==> src/rtl/oam_dma_pkg.sv <==
// oam_dma_pkg: shared types and constants for the sprite-attribute DMA engine.
// Holds the DMA FSM state encoding, the PPU/OAM register map and the
// default trigger address and transfer length used by oam_dma.
package oam_dma_pkg;

  typedef enum logic [1:0] {
    ST_IDLE  = 2'd0,
    ST_ALIGN = 2'd1,
    ST_READ  = 2'd2,
    ST_WRITE = 2'd3
  } state_e;

  // PPU register map as seen on the CPU bus
  localparam logic [15:0] PPUCTRL_ADDR   = 16'h2000;
  localparam logic [15:0] PPUMASK_ADDR   = 16'h2001;
  localparam logic [15:0] PPUSTATUS_ADDR = 16'h2002;
  localparam logic [15:0] OAMADDR_ADDR   = 16'h2003;
  localparam logic [15:0] OAMDATA_ADDR   = 16'h2004;
  localparam logic [15:0] PPUSCROLL_ADDR = 16'h2005;
  localparam logic [15:0] PPUADDR_ADDR   = 16'h2006;
  localparam logic [15:0] PPUDATA_ADDR   = 16'h2007;
  localparam logic [15:0] OAMDMA_ADDR    = 16'h4014;

  localparam logic [15:0] DMA_REG_DEFAULT  = OAMDMA_ADDR;
  localparam int          XFER_LEN_DEFAULT = 256;

endpackage

==> src/rtl/oam_dma.sv <==
// oam_dma: copies one 256-byte CPU page into sprite OAM while stalling the CPU.
// Ports: CLK/Reset (sync, active-high); cpu_w/cpu_addr/cpu_wdata CPU write port;
//   cpu_halt stall request; mem_r/mem_address/mem_rdata work-RAM read port
//   (1-cycle read latency); oam_w/oam_addr/oam_wdata OAM write port.
module oam_dma
  import oam_dma_pkg::*;
#(
  parameter logic [15:0] DMA_REG  = DMA_REG_DEFAULT,
  parameter int          XFER_LEN = XFER_LEN_DEFAULT
) (
  input  logic        CLK,
  input  logic        Reset,
  input  logic        cpu_w,
  input  logic [15:0] cpu_addr,
  input  logic [7:0]  cpu_wdata,
  output logic        cpu_halt,
  output logic        mem_r,
  output logic [15:0] mem_address,
  input  logic [7:0]  mem_rdata,
  output logic        oam_w,
  output logic [7:0]  oam_addr,
  output logic [7:0]  oam_wdata
);

  localparam logic [7:0] LAST_IDX = 8'(XFER_LEN - 1);

  state_e      state_q, state_d;
  logic        odd_q;
  logic [7:0]  idx_q, idx_d;
  logic [7:0]  page_q, page_d;
  logic [15:0] mem_addr_q, mem_addr_d;
  logic [7:0]  oam_addr_q, oam_addr_d;
  logic [7:0]  wdata_q, wdata_d;
  logic        trigger;

  assign trigger = cpu_w && (cpu_addr == DMA_REG);

  always_comb begin
    state_d    = state_q;
    idx_d      = idx_q;
    page_d     = page_q;
    mem_addr_d = mem_addr_q;
    oam_addr_d = oam_addr_q;
    wdata_d    = wdata_q;

    unique case (state_q)
      ST_IDLE: begin
        // writes arriving in any other state never reach this branch
        if (trigger) begin
          state_d = ST_ALIGN;
          page_d  = cpu_wdata;
          idx_d   = 8'd0;
        end
      end
      ST_ALIGN: begin
        // leave only when the following cycle is even (odd_q flips to 0),
        // so every READ lands on an even cycle
        if (odd_q) state_d = ST_READ;
      end
      ST_READ: begin
        state_d = ST_WRITE;
      end
      ST_WRITE: begin
        // keep the byte just written so oam_wdata holds it afterwards
        wdata_d = mem_rdata;
        if (idx_q == LAST_IDX) begin
          state_d = ST_IDLE;
          idx_d   = 8'd0;
        end else begin
          state_d = ST_READ;
          idx_d   = idx_q + 8'd1;
        end
      end
      default: state_d = ST_IDLE;
    endcase

    // address registers load on entry so they are stable for the whole
    // strobe cycle and hold their last value otherwise
    if (state_d == ST_READ)  mem_addr_d = {page_d, idx_d};
    if (state_d == ST_WRITE) oam_addr_d = idx_d;
  end

  always_ff @(posedge CLK) begin
    if (Reset) begin
      state_q    <= ST_IDLE;
      odd_q      <= 1'b0;
      idx_q      <= 8'd0;
      page_q     <= 8'd0;
      mem_addr_q <= 16'd0;
      oam_addr_q <= 8'd0;
      wdata_q    <= 8'd0;
    end else begin
      state_q    <= state_d;
      odd_q      <= ~odd_q;
      idx_q      <= idx_d;
      page_q     <= page_d;
      mem_addr_q <= mem_addr_d;
      oam_addr_q <= oam_addr_d;
      wdata_q    <= wdata_d;
    end
  end

  assign cpu_halt    = (state_q != ST_IDLE);
  assign mem_r       = (state_q == ST_READ);
  assign oam_w       = (state_q == ST_WRITE);
  assign mem_address = mem_addr_q;
  assign oam_addr    = oam_addr_q;
  // RAM data arrives during WRITE, so it is passed straight through
  assign oam_wdata   = oam_w ? mem_rdata : wdata_q;

endmodule
==> config.mk <==
export PLATFORM = sky130hd
export DESIGN_NAME = oam_dma
export DESIGN_NICKNAME = d
export VERILOG_FILES = /design/src/rtl/oam_dma_pkg.sv /design/src/rtl/oam_dma.sv
export SDC_FILE = /design/constraint.sdc
export NUM_CORES = 1
export LEC_CHECK = 0
export CAP_MARGIN = 10
export CORE_MARGIN = 3
export CORE_UTILIZATION = 49
export DETAILED_ROUTE_END_ITERATION = 16
export PLACE_DENSITY = 0.9
export SETUP_SLACK_MARGIN = 0.5
export SYNTH_ARGS = -nofsm -noshare
export SYNTH_HDL_FRONTEND = slang
export SYNTH_SLANG_ARGS = --single-unit
==> constraint.sdc <==
create_clock -name CLK -period 3.55 [get_ports CLK]
set_clock_uncertainty 0.05 [all_clocks]
set_input_delay 0.355 -clock CLK [delete_from_list [all_inputs] [get_ports CLK]]
set_output_delay 0.355 -clock CLK [all_outputs]
set_load 0.02 [all_outputs]
# Yosys cells after proc, flatten, opt, wreduce, memory -nomap -nowiden
# Index checks and enable logic that the tools add are counted.
word_totals:
  ff_bits: 51
  word_cells: 29
classes:
  addsub: 1
  eq_ne: 7
  mux: 10
  n_bitwise: 1
  n_reduce_logical: 3
op_table:
  columns: ["op", "n"]
  rows:
  - ["2-to-1 mux 8 bit", 5]
  - ["== test 16 x 15 -> 1 bit (second input constant)", 1]
  - ["case mux 8 bit (2 select lines)", 1]
  - ["adder 8 x 1 -> 8 bit (second input constant)", 1]
  - ["== test 2 bit (second input constant)", 4]
  - ["== test 8 bit (second input constant)", 1]
  - ["case mux 2 bit (4 select lines)", 1]
  - ["2-to-1 mux 2 bit", 3]
  - ["== test 2 x 1 -> 1 bit (second input constant)", 1]
  - ["logical NOT 2 bit", 1]
  - ["nonzero test 2 bit", 1]
  - ["logical AND 1 bit", 1]
  - ["inverter 1 bit", 1]

# Longest topological paths before layout
# Gate-level depths: netlist of the first run.
depth:
  ltp_word: 5
  mapped_depth: 9
  mapped_depth_nobuf: 7

# Worst setup path before layout of the first run
# No wires, ideal clock.
synth_timing:
  path_type: "input to register"
  startpoint: "in cpu_addr[6]"
  endpoint: "reg mem_addr_q[10], in the netlist mem_address[10]"
  arrival_ps: 2075
  slack_ps: 1345
  cell_stages: 7
  n_path_buf: 2
  path_cell_list: "or4_4 -> nor4_4 -> a32oi_4 -> and2_4 -> buf_6 -> buf_6 -> a211oi_2"
synth_between:
  elab_chain_len: 5
  elab_cells_between_ends: 7
synth_lines:
  columns: ["item", "line", "text"]
  rows:
  - ["from (decl)", "oam_dma.sv:14", "input logic [15:0] cpu_addr,"]
  - ["== test 16 x 15 -> 1 bit *", "oam_dma.sv:36", "assign trigger = cpu_w && (cpu_addr == DMA_REG);"]
  - ["logical AND 1 bit *", "oam_dma.sv:36", null]
  - ["2-to-1 mux 2 bit", "oam_dma.sv:49", "if (trigger) begin"]
  - ["case mux 2 bit (4 select lines)", "oam_dma.sv:46", "unique case (state_q)"]
  - ["== test 2 bit", "oam_dma.sv:79", "if (state_d == ST_READ) mem_addr_d = {page_d, idx_d};"]
  - ["to (signal assigned)", "oam_dma.sv:97", "mem_addr_q <= mem_addr_d;"]
  - ["to (decl)", "oam_dma.sv:31", "logic [15:0] mem_addr_q, mem_addr_d;"]
# Mark *: on every way between the ends. The rest lies on a longest branch, timed or not.
# A chain may end at the register's enable or synchronous reset.

# Final worst setup path of the first run
layout_timing:
  startpoint: "reg idx_q[0]"
  endpoint: "reg mem_addr_q[1], in the netlist mem_address[1]"
layout_between:
  elab_chain_len: 4
  elab_cells_between_ends: 7
layout_lines:
  columns: ["item", "line", "text"]
  rows:
  - ["from (decl)", "oam_dma.sv:29", "logic [7:0] idx_q, idx_d;"]
  - ["from (signal assigned)", "oam_dma.sv:95", "idx_q <= idx_d;"]
  - ["branches (longest 4 deep; another with adder 8 x 1 -> 8 bit)", null, null]
# Parallel ways; which one is timed is not known.

==> summary.md, run 1 <==
| Metric | Value |
|---|---|
| Status | finished clean |
| Reg power frac | 0.373 |
| Synth Area in XOR/XNOR | 0 |
| Initial DRC count | between 100 and 150 |
| Final worst slack | between 0.7 and 0.8 ns |
| Max-cap violation count | 0 |
| Post-synthesis cell type count | 37 |
| Largest net degree at the start of global routing | 52 |
| Post-CTS Setup Inserts | 0 |
| Maximum vdd ir drop | between 0.0004 and 0.0005 V |
| Top post-synthesis cells by area | dfxtp_1 46%, a211oi_2 5.6%, a21oi_1 5.4% |
| Clk root buf | clkbuf_8 |
| Comb power frac | 0.434 |
| Clock H-tree levels | 2 |
| Post-Synthesis Net Count | between 200 and 300 |
| Arr. time, crit path | 2.95 ns |
| Async set-reset flop share out of synthesis | 0 |
| Fin cells | approximately 340 |
| Gp weighted congestion | between 0.8 and 0.9 |
| Placed Area | 2930 um^2 |
| Total gr overflow | 0 |
| Initial antenna violation count | 0 |
| Pre-CTS WS | approximately 0.70 ns |
| Met3 usage | 0.0410 |
| Design Area, Final | about 3000 um^2 |
| Die height | roughly 73 um |
| Area delta synth->final | 35.9% |
| First-pass DRT Iterations | 4 |
| Detail Route Antenna Nets | 0 |
| Slew HR | 0.345 |
| Main combinational cell family by area after synthesis | compound AO/OA/AOI/OAI gates |
| Critical Path RT | between 3 and 4 ns |
| Via-to-Cell Ratio | about 5.6 |
| Vias post-DR | 1918 |
| DRC | 0 |
| Adder-cell share of the synthesized area | 0.0393 |
| Vias in the first global route | about 1900 |
| Die area | approximately 5400 um^2 |
| Post-Route WL | about 5100 um |
| Nets | 334 |
| Setup Crit Path Kind | reg -> reg |
| Setup_tns | 0 ns |
| Gr busiest metal | met2 |
| CTS Hold Bufs | 0 |
| RSZ-0062 raised after global routing | no |
| Area fraction in compound gates after synthesis | 0.214 |
| Synth cell count leaders | 51 x dfxtp_1, 32 x nor2_1, 24 x a21oi_1, 12 x a211oi_1 |
| Achievable Freq | 359 MHz |
| CP Launch Point | idx_q[0] |
| Clock network fraction of total power | 0.193 |
| Net Sw Power | between 0.6 and 0.7 mW |
| Top_reg_cell synth | dfxtp_1 |
| Initial Util | 0.530 |
| CTS resizes | 0 |
| Mapped cell area | roughly 2200 um^2 |
| CTS tree | yes |
| Dominant cell by count in the synthesized netlist | dfxtp_1 |
| Post-synth top area share | 0.459 |
| Seq/Total Area, Yosys | 0.459 |
| Final Power | 1.82 mW |
| P_int | ~1.1 mW |
| Port Buf Inserts | 69 |
| Multiplexer share of the synthesized area | 0.0815 |
| Sw Share | 0.371 |
| Die X-Extent | 73.4 um |
| Static Leakage | roughly 1.1 nW |
| Deepest clock path buffer count | 2 |
| Startpoint Class | flip-flop |
| Layout cells sized above 1 | 0.123 |
| HPWL Detailed | ~3700 um |
| Syn avg cell area | around 9.8 um^2 |
| Final setup violation count | 0 |
| Clk_lat worst skew | 0.30 ns |
| Critical path cell sequence | ha_1 -> nand4_1 -> o21ai_0 -> nand3_1 -> buf_4 -> and2_4 -> a211oi_1 |
| Slowest cell on crit path | o21ai_0 |
| Final hold violation count | 0 |
| Largest area contributor in the netlist | dfxtp_1 |
| Num Clock Sinks | 51 |
| Final period utilization | 0.785 |
| Total CTS buffers | 5 |
| Core Box Area | approximately 4200 um^2 |
| Total GRT Usage | 0.196 |
| Clock transition at path regs | 0.09 ns |
| GR Util met1 | 0.250 |
| Final Critical Period | 2.79 ns |
| Worst setup EP type | flip-flop |
| Core Rows | 23 |
| HP Class | reg -> reg |
| Ant diodes | 0 |
| Post-synth EDFFs | 0 |
| CP max stage delay | roughly 0.62 ns |
| Top Ports | 70 |
| HP Start | odd_q |
| First-pass GRT wire length | ~8400 um |
| Met2 Usage GRT | 0.327 |
| Synth warn | 0 |
| Pins Over Slew Limit | 0 |
| Cell count after placement | approximately 340 |
| Worst-margin pin slew | 0.982 ns |
| Power Density | between 600 and 700 nW/um^2 |
| CP Max Fanout | 16 |
| Synthesis-stage register bit count | 51 |
| Syn Inst Count | 227 |
| Reg-to-reg critical path startpoint | idx_q[0] |
| DR WL/cell | 14.8 um |
| Simple logic cell fraction of the synthesized area | 0.168 |
-- power by group through the flow --
stage	sequential [mW]	combinational, mW	clock (mW)
after CTS	0.678	0.796	0.357
after floorplan	0.749	0.513	0
after global placement	0.689	0.767	0
final	0.677	0.789	0.351
after detailed placement	0.689	0.795	0
after global routing	0.684	0.858	0.382
-- cell type report --
type	count	area, um^2
fillers	301	1180
multi-input cells	157	1120
flip-flops and latches	51	1020
repair buffers	71	701
clock buffers	6	82.6
well taps	50	62.6
inverters	6	22.5
clock inverters	2	16.3
-- path summary, 6_finish.rpt --
path | end | slack [ns] | cells past startpoint
setup / recovery | mem_address[1] | 0.76 | 7
hold / removal | odd_q | 0.40 | 1
setup reg to reg | mem_address[1] | 0.76 | 7
hold reg to reg | odd_q | 0.40 | 1
-- flip-flops by register name, indices dropped and copies added, names as in the netlist --
| name | cells |
|---|---|
| wdata_q | 8 |
| oam_addr | 8 |
| idx_q | 8 |
| mem_address | 16 |
| odd_q | 1 |
| page_q | 8 |
| state_q | 2 |
-- placed cells by master (no fill, tap or decap), drive strengths merged, types with 5 or more instances in the layout --
cell	n
clkdlybuf4s50	68
dfxtp	51
nor2	32
a21oi	24
a211oi	22
mux2	9
nor2b	8
mux2i	8
nand3	8
nand2	7
ha	7
inv	6
clkbuf	6
o21ai	5
-- worst max-delay path: cells and delay by family, from the launching register on --
family | cells | cell delay (ns)
flops | 1 | 0.42
buf+inv | 1 | 0.31
compound gates | 2 | 0.87
simple gates | 3 | 0.77
fa+ha+maj | 1 | 0.26
-- per-layer routing --
layer  wire length [um]  part of all wire
met5                  0                 0
met1               2150              0.42
met2               2460              0.49
met4                 74             0.015
met3                379             0.075
-- stage by stage --
step	hold slack [ns]	utilization
after floorplan	0.351	-
after global placement	0.363	0.696
after detailed placement	0.400	0.696
after CTS	0.412	0.720
after global routing	0.430	0.720
final	0.404	0.720
-- logic make-up (layout without fill, tap and decap cells) --
logic type,count (synthesis),count (layout)
AOI/OAI and AO/OA,63,63
muxes,17,17
and+or+nand+nor,70,70
DFF,51,51
buffers and inverters,19,85
adders and majority gates,7,7
(Power assumes the default switching activity.)
==> inputs of run 2 (changes only) <==
CORE_UTILIZATION = 46   (was 49)
PLACE_DENSITY = 0.85   (was 0.9)
clock period = 2.6 ns   (was 3.55 ns; I/O delays follow)
==> run 2 against run 1 <==
Against the previous run:
- first-iteration DRC count rose by 12%
- clock power rose by 54%
- non-clock buffer count rose by 14
- critical path type is now reg -> out
- critical endpoint is now cpu_halt
==> summary.md, run 2 (synthesized netlist as in run 1, its figures left out) <==
| Metric | Value |
|---|---|
| Clock transition at path regs | 0.09 ns (about the same) |
| Final Critical Period | around 2.1 ns |
| Clk root buf | clkbuf_8 (unchanged) |
| Startpoint Class | flip-flop (unchanged) |
| Port Buf Inserts | 69 (unchanged) |
| Final hold violation count | 0 (unchanged) |
| Worst reg2reg path endpoint | mem_address[3] (was mem_address[1]) |
| Total CTS buffers | 5 (unchanged) |
| Placed Area | 2980 um^2 (was 2930 um^2) |
| Power Density | 859 nW/um^2 (was 601 nW/um^2) |
| Achievable Freq | 479 MHz |
| Layout cells sized above 1 | 0.241 (was 0.123) |
| Most common cell after layout, fill and taps aside | clkdlybuf4s50_1 (unchanged) |
| Total gr overflow | 0 (unchanged) |
| Status | finished clean (unchanged) |
| DRC | 0 (unchanged) |
| Hold Path Sink | odd_q (unchanged) |
| Core Box Area | 4500 um^2 (was 4200 um^2) |
| Setup Crit Path Kind | reg -> out (was reg -> reg) |
| Sw Share | 0.368 (was 0.371) |
| Worst-margin pin slew | 0.579 ns (was 0.982 ns) |
| CP Max Fanout | 4 (was 16) |
| Clk_lat worst skew | 0.31 ns (was 0.30 ns) |
| Most frequent cells in the layout | 53 x clkdlybuf4s50_1, 49 x dfxtp_1, 31 x nor2_1 (was 68 x clkdlybuf4s50_1, 51 x dfxtp_1, 32 x nor2_1) |
| Die X-Extent | 75.6 um (was 73.4 um) |
| Max-cap violation count | 0 (unchanged) |
| Design Area, Final | 3330 um^2 (was 3020 um^2) |
| WHS | 0.408 ns (was 0.404 ns) |
| First-pass DRT Iterations | 4 (unchanged) |
| P_int | 1.81 mW (was 1.14 mW) |
| Final setup violation count | 0 (unchanged) |
| Area delta synth->final | 49.6% (was 35.9%) |
| Net Sw Power | 1.05 mW (was 0.675 mW) |
| Die area | 5710 um^2 (was 5390 um^2) |
| Pins Over Slew Limit | 0 (unchanged) |
| CTS Hold Bufs | 0 (unchanged) |
| Critical Path RT | 2.29 ns (was 3.71 ns) |
| Gp weighted congestion | 0.832 (was 0.824) |
| Initial antenna violation count | 0 (unchanged) |
| Nets | 349 (was 334) |
| Worst setup EP type | primary output (was flip-flop) |
| Total GRT Usage | 0.211 (was 0.196) |
| Worst hold path depth | 1 (unchanged) |
| HPWL Detailed | 3820 um (was 3670 um) |
| Die height | 75.6 um (was 73.4 um) |
| CTS tree | yes (unchanged) |
| Comb power frac | 0.486 (was 0.434) |
| Vias post-DR | 2045 (was 1918) |
| Met3 wire length | 417 um (was 379 um) |
| RSZ-0062 raised after global routing | yes (was no) |
| Met1 WL | 2520 um (was 2150 um) |
| Highest Signal Layer | met4 (unchanged) |
| Initial Util | 0.494 (was 0.530) |
| HP Class | reg -> reg (unchanged) |
| DR WL/cell | 17.2 um (was 14.8 um) |
| R2r worst-path depth | 8 (was 7) |
| Vias in the first global route | 1978 (was 1898) |
| Arr. time, crit path | 1.78 ns (was 2.95 ns) |
| Via-to-Cell Ratio | 5.70 (was 5.59) |
| First-pass GRT wire length | 9120 um (was 8380 um) |
| Detail Route Antenna Nets | 0 (unchanged) |
| Clock H-tree levels | 2 (unchanged) |
| Internal reg-to-reg setup slack | 0.57 ns (was 0.76 ns) |
| Initial DRC count | 137 (was 122) |
| Reg-to-reg critical path startpoint | state_q[0] (was idx_q[0]) |
| Setup_tns | 0 ns (unchanged) |
| Reg power frac | 0.326 (was 0.373) |
| Largest net degree at the start of global routing | 52 (unchanged) |
| Ant diodes | 0 (unchanged) |
| Num Clock Sinks | 51 (unchanged) |
| Fill cells | 315 (was 301) |
| Final period utilization | 0.803 |
| Clock network fraction of total power | 0.188 (was 0.193) |
| Deepest clock path buffer count | 2 (unchanged) |
| Max reg flops | 16 (unchanged) |
| Top Ports | 70 (unchanged) |
| Static Leakage | 1.27 nW (was 1.10 nW) |
| Slew HR | 0.614 (was 0.345) |
| DR WL met2 | 3120 um (was 2460 um) |
| Core Rows | 24 (was 23) |
| Maximum vdd ir drop | 0.000445 V (was 0.000488 V) |
| HP Start | odd_q (unchanged) |
| Post-Route WL | 6190 um (was 5060 um) |
[run 2: changes by cell type in the layout (fill, tap and decap cells not counted), sizes merged]
cell           delta
dlygate4sd2      +10
clkdlybuf4s50    -15
buf              +14
inv               -1
bufinv            +1
clkbuf            -1
and2              +1
clkinv            -1
dlymetal6s2s      +5
clkinvlp          +1
[run 2: critical path, cell delays in order (launching register included)]
cell and delay [ns]:
dfxtp_4 0.40, clkinvlp_4 0.19, ha_4 0.23, inv_1 0.06, clkdlybuf4s50_1 0.59
[run 2: worst max-delay path by stage]
stage          cells after the start   startpoint               to
3_5_place_dp                       7  cpu_addr[6]  mem_address[11]
6_report                           4   state_q[0]         cpu_halt
2_1_floorplan                      7  cpu_addr[6]  mem_address[10]
3_3_place_gp                       6  cpu_addr[6]      oam_addr[7]
5_1_grt                            8   state_q[0]  mem_address[12]
4_1_cts                            7  cpu_addr[3]  mem_address[13]
[run 2: timing repair]
action,CTS,global route
gates cloned,1,1
pin swaps,8,9
setup buffers,3,4
endpoints found under the setup margin,49,30
resized for setup,38,16
[run 2: routing by layer]
| layer | up-vias | GRT usage |
|---|---|---|
| li1 | 977 | - |
| met1 | 983 | 0.254 |
| met2 | 74 | 0.364 |
| met3 | 11 | 0.0475 |
| met4 | 0 | 0.0854 |
| met5 | - | 0 |
[run 2: final cells by class]
| class | instances | area, um^2 | share of cell area |
|---|---|---|---|
| inverters | 6 | 26.3 | 0.00789 |
| clock buffers | 5 | 68.8 | 0.0207 |
| multi-input cells | 158 | 1280 | 0.384 |
| well taps | 52 | 65.1 | 0.0195 |
| flip-flops and latches | 51 | 1030 | 0.309 |
| repair buffers | 85 | 827 | 0.248 |
| clock inverters | 2 | 37.5 | 0.0113 |
[run 2: power by group through the flow]
stage	registers [mW]	clock network, mW	logic (mW)
CTS	0.927	0.544	1.25
floorplan	1.02	0	0.721
detailed placement	0.938	0	1.11
global placement	0.939	0	1.08
global route	0.942	0.573	1.48
finish	0.931	0.539	1.39
[run 2: metrics by stage]
step | power [mW] | setup slack [ns] | cells | utilization
finish | 2.86 | 0.513 | 359 | 0.739
CTS | 2.73 | 0.506 | 354 | 0.716
global route | 3.00 | 0.454 | 359 | 0.739
detailed placement | 2.05 | -0.0245 | 343 | 0.661
global placement | 2.02 | 0.0256 | 343 | 0.661
floorplan | 1.74 | 0.492 | 227 | -
==> inputs of run 3 (changes only) <==
clock period = 2.18 ns   (was 2.6 ns; I/O delays follow)
==> run 3 against run 2 <==
Against the previous run:
- register-to-register slack got worse by 0.37 ns
- highest routed layer unchanged
- combinational power up 51%
- largest power group unchanged
- first-iteration DRC count rose by 59%
- total power up 36%
- critical path type is now reg -> reg
- critical path depth grew 4
==> summary.md, run 3 (synthesized netlist as in run 1, its figures left out) <==
| Metric | Value |
|---|---|
| Net Sw Power | 1.49 mW (was 1.05 mW) |
| Fill cells | 234 (was 315) |
| R2r worst-path depth | 8 (unchanged) |
| Ant diodes | 0 (unchanged) |
| Reg power frac | 0.289 (was 0.326) |
| Initial Util | 0.494 (unchanged) |
| Internal reg-to-reg setup slack | 0.20 ns (was 0.57 ns) |
| Initial DRC count | 218 (was 137) |
| Setup_tns | 0 ns (unchanged) |
| Startpoint Class | flip-flop (unchanged) |
| Status | finished clean (unchanged) |
| Die area | 5710 um^2 (unchanged) |
| Most frequent cells in the layout | 49 x clkdlybuf4s50_1, 46 x dfxtp_1, 28 x nor2_1 (was 53 x clkdlybuf4s50_1, 49 x dfxtp_1, 31 x nor2_1) |
| Via-to-Cell Ratio | 6.11 (was 5.70) |
| Area delta synth->final | 67.5% (was 49.6%) |
| Core Rows | 24 (unchanged) |
| Final Critical Period | between 1.5 and 2 ns |
| Final period utilization | 0.910 |
| Slew HR | 0.638 (was 0.614) |
| CTS tree | yes (unchanged) |
| DRC | 0 (unchanged) |
| Max reg flops | 16 (unchanged) |
| Arr. time, crit path | 2.17 ns (was 1.78 ns) |
| Clk root buf | clkbuf_8 (unchanged) |
| Total CTS buffers | 5 (unchanged) |
| Pins Over Slew Limit | 0 (unchanged) |
| Achievable Freq | just over 500 MHz |
| Slowest cell on crit path | dfxtp_4 (was clkdlybuf4s50_1) |
| Worst setup EP type | flip-flop (was primary output) |
| Sw Share | 0.383 (was 0.368) |
| Num Clock Sinks | 51 (unchanged) |
| Vias in the first global route | 2064 (was 1978) |
| Design Area, Final | 3730 um^2 (was 3330 um^2) |
| Worst hold path depth | 2 (was 1) |
| HP Class | in -> reg (was reg -> reg) |
| Layout cells sized above 1 | 0.404 (was 0.241) |
| Die X-Extent | 75.6 um (unchanged) |
| Deepest clock path buffer count | 2 (unchanged) |
| Initial antenna violation count | 0 (unchanged) |
| Core Box Area | 4500 um^2 (unchanged) |
| Total gr overflow | 0 (unchanged) |
| Power Density | 1040 nW/um^2 (was 859 nW/um^2) |
| RSZ-0062 raised after global routing | yes (unchanged) |
| First-pass GRT wire length | 10300 um (was 9120 um) |
| Crit path top cell by count | buf_4 |
| Maximum vdd ir drop | 0.000693 V (was 0.000445 V) |
| Clk_lat worst skew | 0.32 ns (was 0.31 ns) |
| Worst-margin pin slew | 0.543 ns (was 0.579 ns) |
| Most common cell after layout, fill and taps aside | clkdlybuf4s50_1 (unchanged) |
| Largest net degree at the start of global routing | 29 (was 52) |
| Critical Path RT | 2.36 ns (was 2.29 ns) |
| Die height | 75.6 um (unchanged) |
| Setup Crit Path Kind | reg -> reg (was reg -> out) |
| Port Buf Inserts | 69 (unchanged) |
| Placed Area | 3040 um^2 (was 2980 um^2) |
| Final setup violation count | 0 (unchanged) |
| Post-Route WL | 8480 um (was 6190 um) |
| CP max stage delay | 0.42 ns (was 0.59 ns) |
| Final hold violation count | 0 (unchanged) |
| Nets | 366 (was 349) |
| Clock network fraction of total power | 0.170 (was 0.188) |
| Static Leakage | 1.34 nW (was 1.27 nW) |
| HPWL Detailed | 3790 um (was 3820 um) |
| P_int | 2.39 mW (was 1.81 mW) |
| Max-cap violation count | 0 (unchanged) |
| Detail Route Antenna Nets | 0 (unchanged) |
| Top Ports | 70 (unchanged) |
| Vias post-DR | 2299 (was 2045) |
| Comb power frac | 0.541 (was 0.486) |
| Critical path cell sequence | ha_4 -> buf_4 -> o21ai_2 -> buf_4 -> nor3_1 -> a21oi_1 -> buf_4 -> a211oi_1 (was clkinvlp_4 -> ha_4 -> inv_1 -> clkdlybuf4s50_1) |
| Gp weighted congestion | 0.886 (was 0.832) |
| DR WL/cell | 22.6 um (was 17.2 um) |
| Clock transition at path regs | 0.10 ns (was 0.09 ns) |
| Total GRT Usage | 0.240 (was 0.211) |
| Clock H-tree levels | 2 (unchanged) |
| CP Max Fanout | 10 (was 4) |
| CTS Hold Bufs | 0 (unchanged) |
| First-pass DRT Iterations | 4 (unchanged) |
-- run 3: path summary, 6_finish.rpt --
kind | startpoint | endpoint
worst max-delay path | state_q[0] | oam_addr[0]
worst min-delay path | Reset | idx_q[6]
worst max register to register | state_q[0] | oam_addr[0]
worst min register to register | odd_q | odd_q
-- run 3: through the flow --
step	total power [mW]	worst slack, ns	utilization	cells	hold slack (ns)
floorplan	2.08	0.114	-	227	0.349
global placement	2.41	-0.219	0.676	348	0.361
detailed placement	2.48	-0.256	0.676	348	0.387
global route	4.01	0.150	0.828	376	0.342
CTS	3.50	0.299	0.785	368	0.289
finish	3.88	0.196	0.828	376	0.315
-- run 3: per-layer routing --
layer / track usage / wire length, um / vias to the layer above
met3: 0.0501 / 723 / 46
met4: 0.0932 / 507 / 0
met5: 0 / 0 / -
li1: - / - / 1017
met2: 0.399 / 4130 / 151
met1: 0.305 / 3120 / 1085
-- run 3: cell type report --
| class | count | area, um^2 | area share |
|---|---|---|---|
| inverters | 6 | 35.0 | 0.00940 |
| multi-input cells | 158 | 1490 | 0.400 |
| flip-flops and latches | 51 | 1030 | 0.278 |
| well taps | 52 | 65.1 | 0.0175 |
| repair buffers | 102 | 995 | 0.267 |
| clock inverters | 2 | 37.5 | 0.0101 |
| clock buffers | 5 | 68.8 | 0.0185 |
-- run 3: critical path, delay by kind of cell, from the launching register on --
kind	cells	cell delay [ns]
AOI/OAI and AO/OA	3	0.42
buffers and inverters	3	0.54
adders and majority gates	1	0.24
DFF	1	0.42
and+or+nand+nor	1	0.22
-- run 3: what timing repair did --
action | 4_1_cts | 5_1_grt
resized for setup | 93 | 40
cloned | 2 | 0
buffers inserted | 11 | 8
setup endpoints to repair | 53 | 50
pin swaps | 22 | 32
-- run 3: power groups by stage --
stage	Sequential (mW)	Combinational (mW)	Clock (mW)
final	1.12	2.10	0.661
after global routing	1.13	2.19	0.692
after CTS	1.11	1.74	0.648
after detailed placement	1.12	1.35	0
after global placement	1.12	1.29	0
after floorplan	1.22	0.861	0
